<file path="config.mk">
export PLATFORM = sky130hd
export DESIGN_NAME = fifo_word_unpacker
export DESIGN_NICKNAME = d
export VERILOG_FILES = /design/src/rtl/fifo_pkg.sv /design/src/rtl/fifo_word_buf.sv /design/src/rtl/fifo_word_unpacker.sv
export SDC_FILE = /design/constraint.sdc
export NUM_CORES = 1
export LEC_CHECK = 0
export BUFFER_PORTS_ARGS = -buffer_cell sky130_fd_sc_hd__buf_2
export CORE_AREA = 2 2 117 119
export CTS_BUF_LIST = sky130_fd_sc_hd__clkbuf_16
export CTS_CLUSTER_DIAMETER = 30
export CTS_CLUSTER_SIZE = 8
export DETAILED_ROUTE_END_ITERATION = 7
export DIE_AREA = 0 0 119 121
export PLACE_DENSITY = 0.75
export SKIP_LAST_GASP = 1
export SYNTH_ARGS = -nofsm -noshare
export SYNTH_HDL_FRONTEND = slang
export SYNTH_SLANG_ARGS = --single-unit
</file>
<file path="constraint.sdc">
create_clock -name clk_i -period 6.75 [get_ports clk_i]
set_input_delay 0 -clock clk_i [delete_from_list [all_inputs] [get_ports clk_i]]
set_output_delay 0 -clock clk_i [all_outputs]
set_load 0.01 [all_outputs]
</file>
<file path="src/rtl/fifo_pkg.sv">
// Shared definitions for the nibble unpacker and its word buffer.
// Nibble count, pad value, FSM states and buffer entry layout.
package fifo_pkg;

  localparam int NIBBLES_PER_WORD = 8;
  localparam logic [3:0] PAD_NIBBLE = 4'hC;

  typedef enum logic {
    ST_IDLE   = 1'b0,
    ST_STREAM = 1'b1
  } unpack_state_e;

  typedef struct packed {
    logic [31:0] data;
    logic [3:0]  cnt;
  } word_ent_t;

  // Counts above a full word mean "the whole word".
  function automatic logic [3:0] clamp_cnt(
    input logic [3:0] c
  );
    return (c > 4'd8) ? 4'd8 : c;
  endfunction

  // True when any nibble beyond the valid count is not the pad value.
  function automatic logic pad_bad(
    input logic [31:0] d,
    input logic [3:0]  c
  );
    logic bad;
    bad = 1'b0;
    for (int k = 0; k < NIBBLES_PER_WORD; k++) begin
      if ((4'(k) >= c) && (d[4*k +: 4] != PAD_NIBBLE)) begin
        bad = 1'b1;
      end
    end
    return bad;
  endfunction

endpackage

</file>
<file path="src/rtl/fifo_word_buf.sv">
// Synchronous circular word FIFO with wrap-bit pointers.
// Flush clears both pointers; storage itself is never reset.
module fifo_word_buf
  import fifo_pkg::*;
#(
  parameter  int DEPTH = 4,
  localparam int AW    = $clog2(DEPTH)
) (
  input  logic      clk_i,
  input  logic      rst_ni,
  input  logic      flush_i,
  input  logic      push_i,
  input  word_ent_t wdata_i,
  input  logic      pop_i,
  output word_ent_t rdata_o,
  output logic      full_o,
  output logic      empty_o,
  output logic [AW:0] level_o
);

  word_ent_t mem_q [DEPTH];

  logic [AW:0] wptr_q, wptr_d;
  logic [AW:0] rptr_q, rptr_d;
  logic        push_ok;
  logic        pop_ok;

  assign full_o  = (wptr_q[AW-1:0] == rptr_q[AW-1:0]) &&
                   (wptr_q[AW] != rptr_q[AW]);
  assign empty_o = (wptr_q == rptr_q);
  assign level_o = wptr_q - rptr_q;
  assign rdata_o = mem_q[rptr_q[AW-1:0]];

  assign push_ok = push_i && !full_o;
  assign pop_ok  = pop_i && !empty_o;

  // Pointer next-state; flush wins over push and pop.
  always_comb begin
    wptr_d = wptr_q;
    rptr_d = rptr_q;
    if (flush_i) begin
      wptr_d = '0;
      rptr_d = '0;
    end else begin
      if (push_ok) wptr_d = wptr_q + 1'b1;
      if (pop_ok)  rptr_d = rptr_q + 1'b1;
    end
  end

  // Pointer registers with synchronous reset.
  always_ff @(posedge clk_i) begin
    if (!rst_ni) begin
      wptr_q <= '0;
      rptr_q <= '0;
    end else begin
      wptr_q <= wptr_d;
      rptr_q <= rptr_d;
    end
  end

  // Entry storage, written on accepted pushes only.
  always_ff @(posedge clk_i) begin
    if (push_ok && !flush_i) begin
      mem_q[wptr_q[AW-1:0]] <= wdata_i;
    end
  end

endmodule

</file>
<file path="src/rtl/fifo_word_unpacker.sv">
// Buffers packed 32-bit words and streams their nibbles, nibble 0 first.
// Define FIFO_UNPACK_PAD_CHECK_EN to enable the sticky pad_err_o check.
module fifo_word_unpacker
  import fifo_pkg::*;
#(
  parameter  int DEPTH = 4,
  localparam int LW    = $clog2(DEPTH) + 1
) (
  input  logic          clk_i,
  input  logic          rst_ni,
  input  logic          word_valid_i,
  input  logic [31:0]   word_data_i,
  input  logic [3:0]    word_cnt_i,
  output logic          word_ready_o,
  output logic          nib_valid_o,
  output logic [3:0]    nib_data_o,
  input  logic          nib_ready_i,
  input  logic          flush_i,
  output logic          fifo_empty_o,
  output logic          fifo_full_o,
  output logic [LW-1:0] level_o,
  output logic          pad_err_o
);

  unpack_state_e state_q;
  logic [2:0]    idx_q;
  logic [31:0]   word_q;
  logic [3:0]    cnt_q;
  logic [3:0]    nib_q;

  logic      buf_full;
  logic      buf_empty;
  word_ent_t head;
  word_ent_t wr_ent;
  logic      push;
  logic      pop;
  logic      last;
  logic      head_live;
  logic [2:0] idx_d;
  logic [3:0] nib_d;
  logic [3:0] cnt_clamped;

  assign cnt_clamped  = clamp_cnt(word_cnt_i);
  assign wr_ent.data  = word_data_i;
  assign wr_ent.cnt   = cnt_clamped;

  assign word_ready_o = !buf_full && !flush_i;
  assign push         = word_valid_i && word_ready_o;

  assign fifo_full_o  = buf_full;
  assign fifo_empty_o = buf_empty && (state_q == ST_IDLE);
  assign nib_valid_o  = (state_q == ST_STREAM);
  assign nib_data_o   = nib_q;

  assign last      = ({1'b0, idx_q} == (cnt_q - 4'd1));
  assign head_live = !buf_empty && (head.cnt != 4'd0);
  assign idx_d     = idx_q + 3'd1;
  assign nib_d     = word_q[{idx_d, 2'b00} +: 4];

  // Pop the head when idle (load or drop it) or to chain after a last nibble.
  always_comb begin
    pop = 1'b0;
    if (!flush_i && !buf_empty) begin
      unique case (1'b1)
        (state_q == ST_IDLE): pop = 1'b1;
        (state_q == ST_STREAM): pop = nib_ready_i && last && head_live;
        default: pop = 1'b0;
      endcase
    end
  end

  fifo_word_buf #(
    .DEPTH (DEPTH)
  ) u_buf (
    .clk_i   (clk_i),
    .rst_ni  (rst_ni),
    .flush_i (flush_i),
    .push_i  (push),
    .wdata_i (wr_ent),
    .pop_i   (pop),
    .rdata_o (head),
    .full_o  (buf_full),
    .empty_o (buf_empty),
    .level_o (level_o)
  );

  // Unpacker FSM: load, advance through nibbles, chain or go idle.
  always_ff @(posedge clk_i) begin
    if (!rst_ni) begin
      state_q <= ST_IDLE;
      idx_q   <= '0;
      word_q  <= '0;
      cnt_q   <= '0;
      nib_q   <= '0;
    end else if (flush_i) begin
      state_q <= ST_IDLE;
      idx_q   <= '0;
      nib_q   <= '0;
    end else begin
      unique case (state_q)
        ST_IDLE: begin
          if (head_live) begin
            state_q <= ST_STREAM;
            idx_q   <= '0;
            word_q  <= head.data;
            cnt_q   <= head.cnt;
            nib_q   <= head.data[3:0];
          end
        end
        ST_STREAM: begin
          if (nib_ready_i) begin
            if (!last) begin
              idx_q <= idx_d;
              nib_q <= nib_d;
            end else if (head_live) begin
              idx_q  <= '0;
              word_q <= head.data;
              cnt_q  <= head.cnt;
              nib_q  <= head.data[3:0];
            end else begin
              state_q <= ST_IDLE;
              idx_q   <= '0;
              nib_q   <= '0;
            end
          end
        end
        default: begin
          state_q <= ST_IDLE;
          idx_q   <= '0;
          nib_q   <= '0;
        end
      endcase
    end
  end

`ifdef FIFO_UNPACK_PAD_CHECK_EN
  logic pad_err_q;

  // Sticky flag: accepted word carried a non-pad nibble past its count.
  always_ff @(posedge clk_i) begin
    if (!rst_ni) begin
      pad_err_q <= 1'b0;
    end else if (push && pad_bad(word_data_i, cnt_clamped)) begin
      pad_err_q <= 1'b1;
    end
  end

  assign pad_err_o = pad_err_q;
`else
  assign pad_err_o = 1'b0;
`endif

endmodule

</file>
==> impl_metrics.tcl, run 1 <==
set metrics [dict create \
    status "finished clean" \
    clk_latency_ns 0.43 \
    via_per_inst 5.64 \
    antenna_cells 0 \
    synth_nets 542 \
    hold_path_class "in -> reg" \
    synth_cell_types 44 \
    synth_cells 491 \
    syn_area_per_cell_sq_um 15.7 \
    finalMaxSlewViolations 0 \
    cts_resized 0 \
    drc 0 \
    ys_ff_latch 196 \
    post_cts_buffers 0 \
    max-cap-violations 0 \
    p_per_area_nw_per_um2 261 \
    clock_tree.root_cell "clkbuf_16" \
    ys.flop_type "edfxtp_1" \
    cts_buffers 17 \
    multiInputGateArea_sq_um 2210 \
    synth_top_area_share_pct 55.9 \
    yosys_warnings 0 \
    drt_wl_total_um 14000 \
    fmax_ghz 0.297 \
    yosysSeqAreaShare_pct 69.4 \
    ctsHoldBuffers 38 \
    drive_gt1_share_pct 23.1 \
    final-hold-violation-count 0 \
    p_leak_nw 3.07 \
    crit_path_end_kind "flip-flop" \
    io_pins 53 \
    clock_path_buffers 2 \
    ys_async_sr_fraction_pct 0 \
    cts_tree "built" \
    rsz0062_at_grt "no" \
    synthTopCellsByCount "edfxtp_1 (144), dfxtp_1 (52), nand2_1 (47)" \
    worstPathMaxFanout 71 \
    portBuffers 51 \
    grt_pass1_vias 4472 \
    grt_max_degree 74 \
    period_minus_slack_ns 3.37 \
    ir_worst_vdd_mv 0.177 \
    ant_nets 0 \
    critPathLaunchType "flip-flop" \
    synth_edf_count 144 \
    synth_area_sq_um 7730 \
    vias 4323 \
    area_delta_synth_final_pct 17.6 \
    fillers 839 \
    yosysTopAreaCell "edfxtp_1" \
    setup_viol 0 \
    numClockSinks 196 \
    die_w_um 119 \
    grt_overflow 0 \
    worst_slew_pin_slew_ns 1.06 \
    firstDrtPassIters 7 \
    fin_tns_setup_ns 0 \
    crit_required_ns 7.04 \
    htree_levels 4 \
    period_share_pct 50.0 \
    post_drt_wl_per_cell_um 18.3 \
    clk_pin_slew_ns 0.07 \
    grt_antenna_before_repair 0 \
    skew_ns 0.00612 \
    die_y_um 121 \
    grt_pass1_wl_um 22700 \
    initial_utilization_pct 59.1 \
    grt_use_total_pct 21.1 \
    slew_headroom_pct 29.4 \
    holdWs_ns 0.0903 \
    globalplace.congestion 0.889 \
    row_count 42 \
    placeableCoreArea_sq_um 13100 \
    yosys.cell_count.top_type "edfxtp_1" \
    ff_latch_area_sq_um 5370 \
    synthTopCellsByArea "edfxtp_1 (56%), dfxtp_1 (13%), mux4_2 (13%), nand3_1 (2.5%), o21ai_1 (2.5%)" \
    dp_hpwl_um 8250 \
    arrival_ns 3.67 \
    drtIter0Drc 297 \
    crit_type "reg -> reg" \
    nets 628 \
    die_area_sq_um 14400 \
]
flip-flops by register name, summed over array words and instances, names as in the netlist, named ones only:
register      cells
nib_valid_o       1
word_q           32
u_buf.rptr_q      3
cnt_q             4
u_buf.mem_q     144
nib_data_o        4
idx_q             3
u_buf.wptr_q      3
metal layers:
layer | up-vias | wire length, um | global-route usage, %
met1 | 2152 | 6030 | 27.3
met4 | 0 | 272 | 8.04
li1 | 2054 | - | -
met3 | 23 | 479 | 4.61
met2 | 94 | 7260 | 35.6
met5 | - | 0 | 0
metrics by stage:
step | std cells | setup slack (ns) | utilization (%) | total power, mW | cell area, sq um
final | 766 | 3.38 | 69.5 | 2.38 | 9090
after detailed placement | 696 | 3.35 | 62.2 | 1.43 | 8140
after CTS | 766 | 3.29 | 69.5 | 2.39 | 9090
after global routing | 766 | 3.09 | 69.5 | 2.45 | 9090
after global placement | 696 | 3.42 | 62.2 | 1.42 | 8140
after floorplan | 491 | 3.97 | - | 1.39 | 7730
cell usage in the layout, fill, tap and decap left out, types with 11 or more instances in the layout:
cell type / netlist / layout
nand3_1: 38 / 38
nand2_1: 47 / 47
edfxtp_1: 144 / 144
dfxtp_1: 52 / 51
dlygate4sd3_1: 0 / 38
inv_1: 9 / 11
o21ai_1: 38 / 38
mux4_2: 43 / 43
clkbuf_16: 0 / 17
buf_2: 7 / 51
power breakdown:
part           internal [mW]  switching [mW]
sequential              1.31         0.00818
clock                  0.540           0.418
combinational         0.0471          0.0518
area by class of cell:
type / count / share of cell area, %
clock buffer: 17 / 4.68
clock inverter: 15 / 1.54
inverter: 10 / 0.413
multi-input combinational: 256 / 24.3
sequential: 196 / 59.0
tap: 176 / 2.42
timing repair buffer: 96 / 7.57
cell families (layout without fill, tap and decap cells):
logic type,after synthesis,after routing,synth area share (%)
fa+ha+maj,10,10,1.72
mux,50,50,13.4
compound gates,68,68,4.90
simple gates,118,118,7.33
flops,196,196,69.4
buf+inv,39,138,2.15
other cells,1,1,0.0485
xor+xnor,9,9,1.02
critical path: stages, from the launching register on:
cell     delay [ns]
dfxtp_2        0.77
buf_4          0.48
mux4_2         0.60
or4_4          0.53
nand2_1        0.14
a21oi_4        0.04
buf_4          0.32
nand3_1        0.20
o21ai_1        0.09
path summary, 6_finish.rpt:
path	start	end	slack [ns]	cells after the start
worst min register to register	word_q[4]	word_q[4]	0.45	2
worst min-delay path	word_valid_i	u_buf.wptr_q[0]	0.09	4
worst max register to register	flip-flop	word_q[18]	3.38	8
worst max-delay path	flip-flop	word_q[18]	3.38	8
No activity file was read; power rests on OpenSTA's default activity.
==> run 2, diff against run 1 <==
--- a/config.mk
+++ b/config.mk
@@ -5,13 +5,14 @@
 export SDC_FILE = /design/constraint.sdc
 export NUM_CORES = 1
 export LEC_CHECK = 0
+export ABC_AREA = 1
 export BUFFER_PORTS_ARGS = -buffer_cell sky130_fd_sc_hd__buf_2
-export CORE_AREA = 2 2 117 119
+export CORE_AREA = 2 2 119 121
 export CTS_BUF_LIST = sky130_fd_sc_hd__clkbuf_16
 export CTS_CLUSTER_DIAMETER = 30
 export CTS_CLUSTER_SIZE = 8
 export DETAILED_ROUTE_END_ITERATION = 7
-export DIE_AREA = 0 0 119 121
+export DIE_AREA = 0 0 121 123
 export PLACE_DENSITY = 0.75
 export SKIP_LAST_GASP = 1
 export SYNTH_ARGS = -nofsm -noshare
==> constraint.sdc (replaced) <==
create_clock -name clk_i -period 3.2 [get_ports clk_i]
set_input_delay 0 -clock clk_i [delete_from_list [all_inputs] [get_ports clk_i]]
set_output_delay 0 -clock clk_i [all_outputs]
set_load 0.01 [all_outputs]
==> run 2 against run 1 <==
Compared with the run above: power up 130%; sequential cell count stayed put; sequential power is 110% higher; synthesized cell count rose by 51%; critical path depth grew 1; non-clock buffer count increased by 3; highest routed layer unchanged.
==> impl_metrics.tcl, run 2 <==
set metrics [dict create \
    rsz0062_at_grt "no" \
    clock_path_buffers 2 \
    yosys_warnings 0 \
    ys_ff_latch 196 \
    cts_resized 0 \
    ant_nets 0 \
    yosysSeqAreaShare_pct 66.9 \
    portBuffers 51 \
    final_cell_mix "edfxtp_1 (144), o21ai_0 (115), nand2_1 (89)" \
    via_per_inst 5.56 \
    slew_headroom_pct 57.6 \
    nets 871 \
    row_count 43 \
    mostFrequentLayoutCell "edfxtp_1" \
    period_minus_slack_ns 2.55 \
    holdWs_ns 0.0337 \
    period_share_pct 79.7 \
    ys.flop_type "edfxtp_1" \
    yosysTopAreaCell "edfxtp_1" \
    place_ws_ns 0.691 \
    post-place-cells 944 \
    grt_pass1_vias 5244 \
    swShare_pct 22.5 \
    fmax_ghz 0.392 \
    vias 5636 \
    drive_gt1_share_pct 13.2 \
    p_leak_nw 3.43 \
    p_per_area_nw_per_um2 575 \
    setup_viol 0 \
    die_w_um 121 \
    synth_top_family_by_area "compound AO/OA/AOI/OAI gates" \
    synthMuxAreaShare_pct 0 \
    die_y_um 123 \
    ir_worst_vdd_mv 0.401 \
    synthTopCellsByCount "edfxtp_1 (144), o21ai_0 (115), nand2_1 (89)" \
    initial_utilization_pct 58.9 \
    switchingPower_mw 1.21 \
    yosys.area_share.simple_pct 10.8 \
    worst_slew_pin_slew_ns 0.637 \
    synth_cells 743 \
    crit_path_end_kind "flip-flop" \
    fin_tns_setup_ns 0 \
    antenna_cells 0 \
    globalplace.congestion 0.827 \
    syn_area_per_cell_sq_um 10.8 \
    synth_area_sq_um 8020 \
    synth_cell_types 33 \
    ys_async_sr_fraction_pct 0 \
    grt_max_degree 68 \
    crit_type "reg -> reg" \
    cts_tree "built" \
    worstPathMaxFanout 67 \
    sequentialPowerShare_pct 52.4 \
    timing.final.ws_setup_ns 0.650 \
    fillers 979 \
    synth-compound-area-share_pct 14.4 \
    synthTopCellsByArea "edfxtp_1 (54%), dfxtp_1 (13%), o21ai_0 (7.2%), nand2_1 (4.2%), nor2_1 (4.0%)" \
    instances_no_fill 1013 \
    post_drt_wl_per_cell_um 16.8 \
    cts_buffers 17 \
    max-cap-violations 0 \
    grt_antenna_before_repair 0 \
    grt_pass1_wl_um 26500 \
    synth_nets 794 \
    clk_latency_ns 0.43 \
    htree_levels 4 \
    drtIter0Drc 512 \
    hold_path_class "in -> reg" \
    drc 0 \
    final-hold-violation-count 0 \
    arrival_ns 2.85 \
    grt_overflow 0 \
    clock_tree.root_cell "clkbuf_16" \
    numClockSinks 196 \
    status "finished clean" \
    critPathLaunchType "flip-flop" \
    yosys.area_share.adder_pct 1.65 \
    skew_ns 0.00913 \
    synth_xor_area_share_pct 0.546 \
    post_cts_buffers 0 \
    yosys.cell_count.top_type "edfxtp_1" \
    placeableCoreArea_sq_um 13600 \
    area_delta_synth_final_pct 17.0 \
    dp_hpwl_um 9870 \
    die_area_sq_um 14900 \
    crit_required_ns 3.49 \
    synth_edf_count 144 \
    synth_top_area_share_pct 53.9 \
    clk_pin_slew_ns 0.07 \
    power_frac_clock_pct 40.1 \
    firstDrtPassIters 5 \
    largest_register_ffs 144 \
    drt_wl_total_um 17000 \
    cellInternalPower_mw 4.18 \
    pwr-share-comb_pct 7.6 \
    place_area_sq_um 8400 \
    grt_use_total_pct 23.8 \
    finalMaxSlewViolations 0 \
    io_pins 53 \
    finish.instance_area_sq_um 9380 \
]
run 2: cell count changes in the layout (fill, tap and decap cells not counted), sizes merged, moves of 5 or more:
cell / change
o22ai: +32
o21ai: +76
a21oi: +51
inv: +53
and2: -5
nor2: +77
mux4: -43
nand2: +44
nand3: -17
mux2i: -7
run 2: cell type report:
cell class	count	area, sq um	share of cell area [%]
flip-flops and latches	196	5370	57.2
multi-input cells	442	2230	23.8
repair buffers	99	708	7.55
clock buffers	17	425	4.54
inverters	64	243	2.59
well taps	180	225	2.40
clock inverters	15	181	1.93
run 2: worst paths after layout:
kind / slack [ns] / startpoint / end / depth (start not counted)
hold reg to reg: 0.45 / word_q[16] / word_q[16] / 2
setup / recovery: 0.65 / cnt_q[0] / word_q[29] / 9
setup reg to reg: 0.65 / cnt_q[0] / word_q[29] / 9
hold / removal: 0.03 / word_cnt_i[1] / u_buf.mem_q[1][1] / 2
run 2: power groups by stage:
| stage | logic, mW | registers [mW] | clock network [mW] |
|---|---|---|---|
| 3_3_place_gp | 0.354 | 2.88 | 0 |
| 3_5_place_dp | 0.366 | 2.88 | 0 |
| 4_1_cts | 0.404 | 2.82 | 2.18 |
| 5_1_grt | 0.457 | 2.83 | 2.27 |
| 6_report | 0.407 | 2.82 | 2.16 |
| 2_1_floorplan | 0.253 | 2.87 | 0 |
run 2: routing by layer:
layer / GRT usage (%) / wire length, um
met5: 0 / 0
met2: 38.9 / 8260
met3: 5.03 / 1180
met1: 31.2 / 7200
met4: 9.74 / 353
run 2: per-stage QoR:
stage               power, mW  util, %
finish                   5.39     68.9
global route             5.56     68.9
CTS                      5.41     68.9
detailed placement       3.25     61.7
global placement         3.23     61.7
floorplan                3.12        -
run 2: timing repair:
action,CTS,global route
hold buffers,37,0
endpoints found under the setup margin,0,0
endpoints found under the hold margin,146,0
run 2: logic make-up (layout without fill, tap and decap cells):
logic type | Yosys count | in the layout
flip-flops | 196 | 196
XOR/XNOR | 5 | 5
AND/OR/NAND/NOR | 206 | 206
AO/OA/AOI/OAI | 220 | 220
buffers and inverters | 105 | 195
other | 1 | 1
adder cells (fa/ha/maj) | 10 | 10
run 2: critical path, cell delays in order, from the launching register on:
cell and delay [ns]:
dfxtp_1 0.36, inv_1 0.08, ha_1 0.31, xnor2_1 0.13, nor2_1 0.11, nand3_2 0.23
nand2_4 0.20, nand3_4 0.49, o21ai_0 0.40, a21oi_1 0.07
==> run 3, diff against run 2 <==
--- a/config.mk
+++ b/config.mk
@@ -5,14 +5,14 @@
 export SDC_FILE = /design/constraint.sdc
 export NUM_CORES = 1
 export LEC_CHECK = 0
-export ABC_AREA = 1
+export ABC_AREA = 0
 export BUFFER_PORTS_ARGS = -buffer_cell sky130_fd_sc_hd__buf_2
-export CORE_AREA = 2 2 119 121
+export CORE_AREA = 2 2 117 119
 export CTS_BUF_LIST = sky130_fd_sc_hd__clkbuf_16
 export CTS_CLUSTER_DIAMETER = 30
 export CTS_CLUSTER_SIZE = 8
 export DETAILED_ROUTE_END_ITERATION = 7
-export DIE_AREA = 0 0 121 123
+export DIE_AREA = 0 0 119 121
 export PLACE_DENSITY = 0.75
 export SKIP_LAST_GASP = 1
 export SYNTH_ARGS = -nofsm -noshare
==> constraint.sdc (replaced) <==
create_clock -name clk_i -period 2.68 [get_ports clk_i]
set_input_delay 0 -clock clk_i [delete_from_list [all_inputs] [get_ports clk_i]]
set_output_delay 0 -clock clk_i [all_outputs]
set_load 0.01 [all_outputs]
==> run 3 against run 2 <==
Compared with the run above: die area down 3.3%; final area shrank 2.1%; fmax is 7.7% higher; sequential share of layout area grew 1.2 points; non-clock buffer count up 2; worst setup slack got worse by 0.34 ns; first-iteration DRC count fell by 45%.
==> impl_metrics.tcl, run 3 (synthesized netlist as in run 1, its figures left out) <==
set metrics [dict create \
    grt_pass1_vias 4441 \
    drive_gt1_share_pct 24.2 \
    cp_top_family "simple AND/OR/NAND/NOR gates" \
    place_ws_ns 0.350 \
    fillers 842 \
    numClockSinks 196 \
    ant_nets 0 \
    die_w_um 119 \
    period_share_pct 88.3 \
    instances_no_fill 771 \
    dp_hpwl_um 8600 \
    grt_overflow 0 \
    skew_ns 0.00843 \
    htree_levels 4 \
    final_cell_mix "edfxtp_1 (144), dfxtp_1 (51), buf_2 (51)" \
    mostFrequentLayoutCell "edfxtp_1" \
    crit_path_end_kind "flip-flop" \
    clk_pin_slew_ns 0.06 \
    setup_viol 0 \
    io_pins 53 \
    worst_slew_pin_slew_ns 0.609 \
    power_frac_clock_pct 39.7 \
    crit_required_ns 3.03 \
    drtIter0Drc 282 \
    period_minus_slack_ns 2.37 \
    row_count 42 \
    swShare_pct 19.5 \
    p_per_area_nw_per_um2 646 \
    drt_wl_total_um 14100 \
    max-cap-violations 0 \
    cellInternalPower_mw 4.77 \
    antenna_cells 0 \
    clk_latency_ns 0.42 \
    timing.final.ws_setup_ns 0.313 \
    critPathMaxStageDelay_ns 0.49 \
    die_y_um 121 \
    firstDrtPassIters 4 \
    post_cts_buffers 0 \
    placeableCoreArea_sq_um 13100 \
    vias 4375 \
    cts_buffers 17 \
    status "finished clean" \
    via_per_inst 5.67 \
    switchingPower_mw 1.16 \
    hold_path_class "in -> reg" \
    die_area_sq_um 14400 \
    initial_utilization_pct 59.1 \
    cts_tree "built" \
    clock_path_buffers 2 \
    drc 0 \
    largest_register_ffs 144 \
    fin_tns_setup_ns 0 \
    finalMaxSlewViolations 0 \
    post-place-cells 702 \
    globalplace.congestion 0.807 \
    final-hold-violation-count 0 \
    crit_buf_inv 2 \
    p_leak_nw 3.12 \
    area_delta_synth_final_pct 18.7 \
    nets 633 \
    grt_use_total_pct 21.2 \
    rsz0062_at_grt "no" \
    crit_chain "inv_1 -> ha_1 -> xor2_1 -> nor4bb_1 -> o31ai_1 -> a21oi_4 -> buf_12 -> nand3_1 -> o21ai_1" \
    arrival_ns 2.71 \
    crit_type "reg -> reg" \
    post_drt_wl_per_cell_um 18.2 \
    critPathLaunchType "flip-flop" \
    portBuffers 51 \
    grt_max_degree 72 \
    ir_worst_vdd_mv 0.543 \
    pwr-share-comb_pct 4.3 \
    worstPathMaxFanout 71 \
    grt_antenna_before_repair 0 \
    slowest_stage "nor4bb_1" \
    fmax_ghz 0.422 \
    power.total_mw 5.93 \
    grt_pass1_wl_um 22900 \
    clock_tree.root_cell "clkbuf_16" \
    slew_headroom_pct 59.4 \
    sequentialPowerShare_pct 56.0 \
]
-- run 3: changes by cell type in the layout (fill, tap and decap cells not counted), sizes merged, moves of 4 or more --
cell and change:
o21ai -76, mux4 +43, nand4 -4, o22ai -32, inv -54, nor2 -77, and2 +5, nand3 +17
nand2 -44, a21oi -51, mux2i +7
-- run 3: final cells by class --
type,instances,area (sq um),share of cell area (%)
multi-input cells,256,2220,24.1
clock buffers,17,425,4.63
well taps,176,220,2.40
inverters,10,37.5,0.409
clock inverters,15,128,1.39
repair buffers,101,786,8.56
flip-flops and latches,196,5370,58.5
-- run 3: what timing repair did --
item / 4_1_cts / 5_1_grt
resized for setup: 0 / 0
hold endpoints to repair: 147 / 0
hold buffers: 37 / 0
-- run 3: worst min-delay path: cells and delay by family --
kind / cells / cell delay [ns]
AO/OA/AOI/OAI: 2 / 0.18
buffers and inverters: 1 / 0.11
AND/OR/NAND/NOR: 1 / 0.12
-- run 3: power groups by stage --
stage | Sequential [mW] | Combinational [mW] | Clock, mW
final | 3.32 | 0.257 | 2.35
after global routing | 3.32 | 0.284 | 2.52
after CTS | 3.32 | 0.260 | 2.39
after detailed placement | 3.38 | 0.216 | 0
after global placement | 3.38 | 0.209 | 0
after floorplan | 3.38 | 0.125 | 0
-- run 3: metal layers --
layer | wire (um) | vias to the layer above | track usage [%]
met2 | 7250 | 108 | 35.8
met5 | 0 | - | 0
met4 | 261 | 0 | 7.74
met3 | 631 | 23 | 4.65
li1 | - | 2069 | -
met1 | 5930 | 2175 | 27.4
-- run 3: stage by stage --
stage	hold slack (ns)	cell area, sq um	utilization (%)
2_1_floorplan	0.0475	7740	-
3_3_place_gp	0.208	8260	63.1
3_5_place_dp	0.216	8260	63.1
4_1_cts	0.00388	9180	70.1
5_1_grt	0.0317	9180	70.1
6_report	0.0339	9180	70.1
-- run 3: path summary, 6_finish.rpt --
path	slack (ns)	cells after the start	end	from
max	0.31	9	word_q[14]	cnt_q[0]
min	0.03	4	cnt_q[0]	flush_i
max reg2reg	0.31	9	word_q[14]	cnt_q[0]
min reg2reg	0.45	2	word_q[16]	word_q[16]
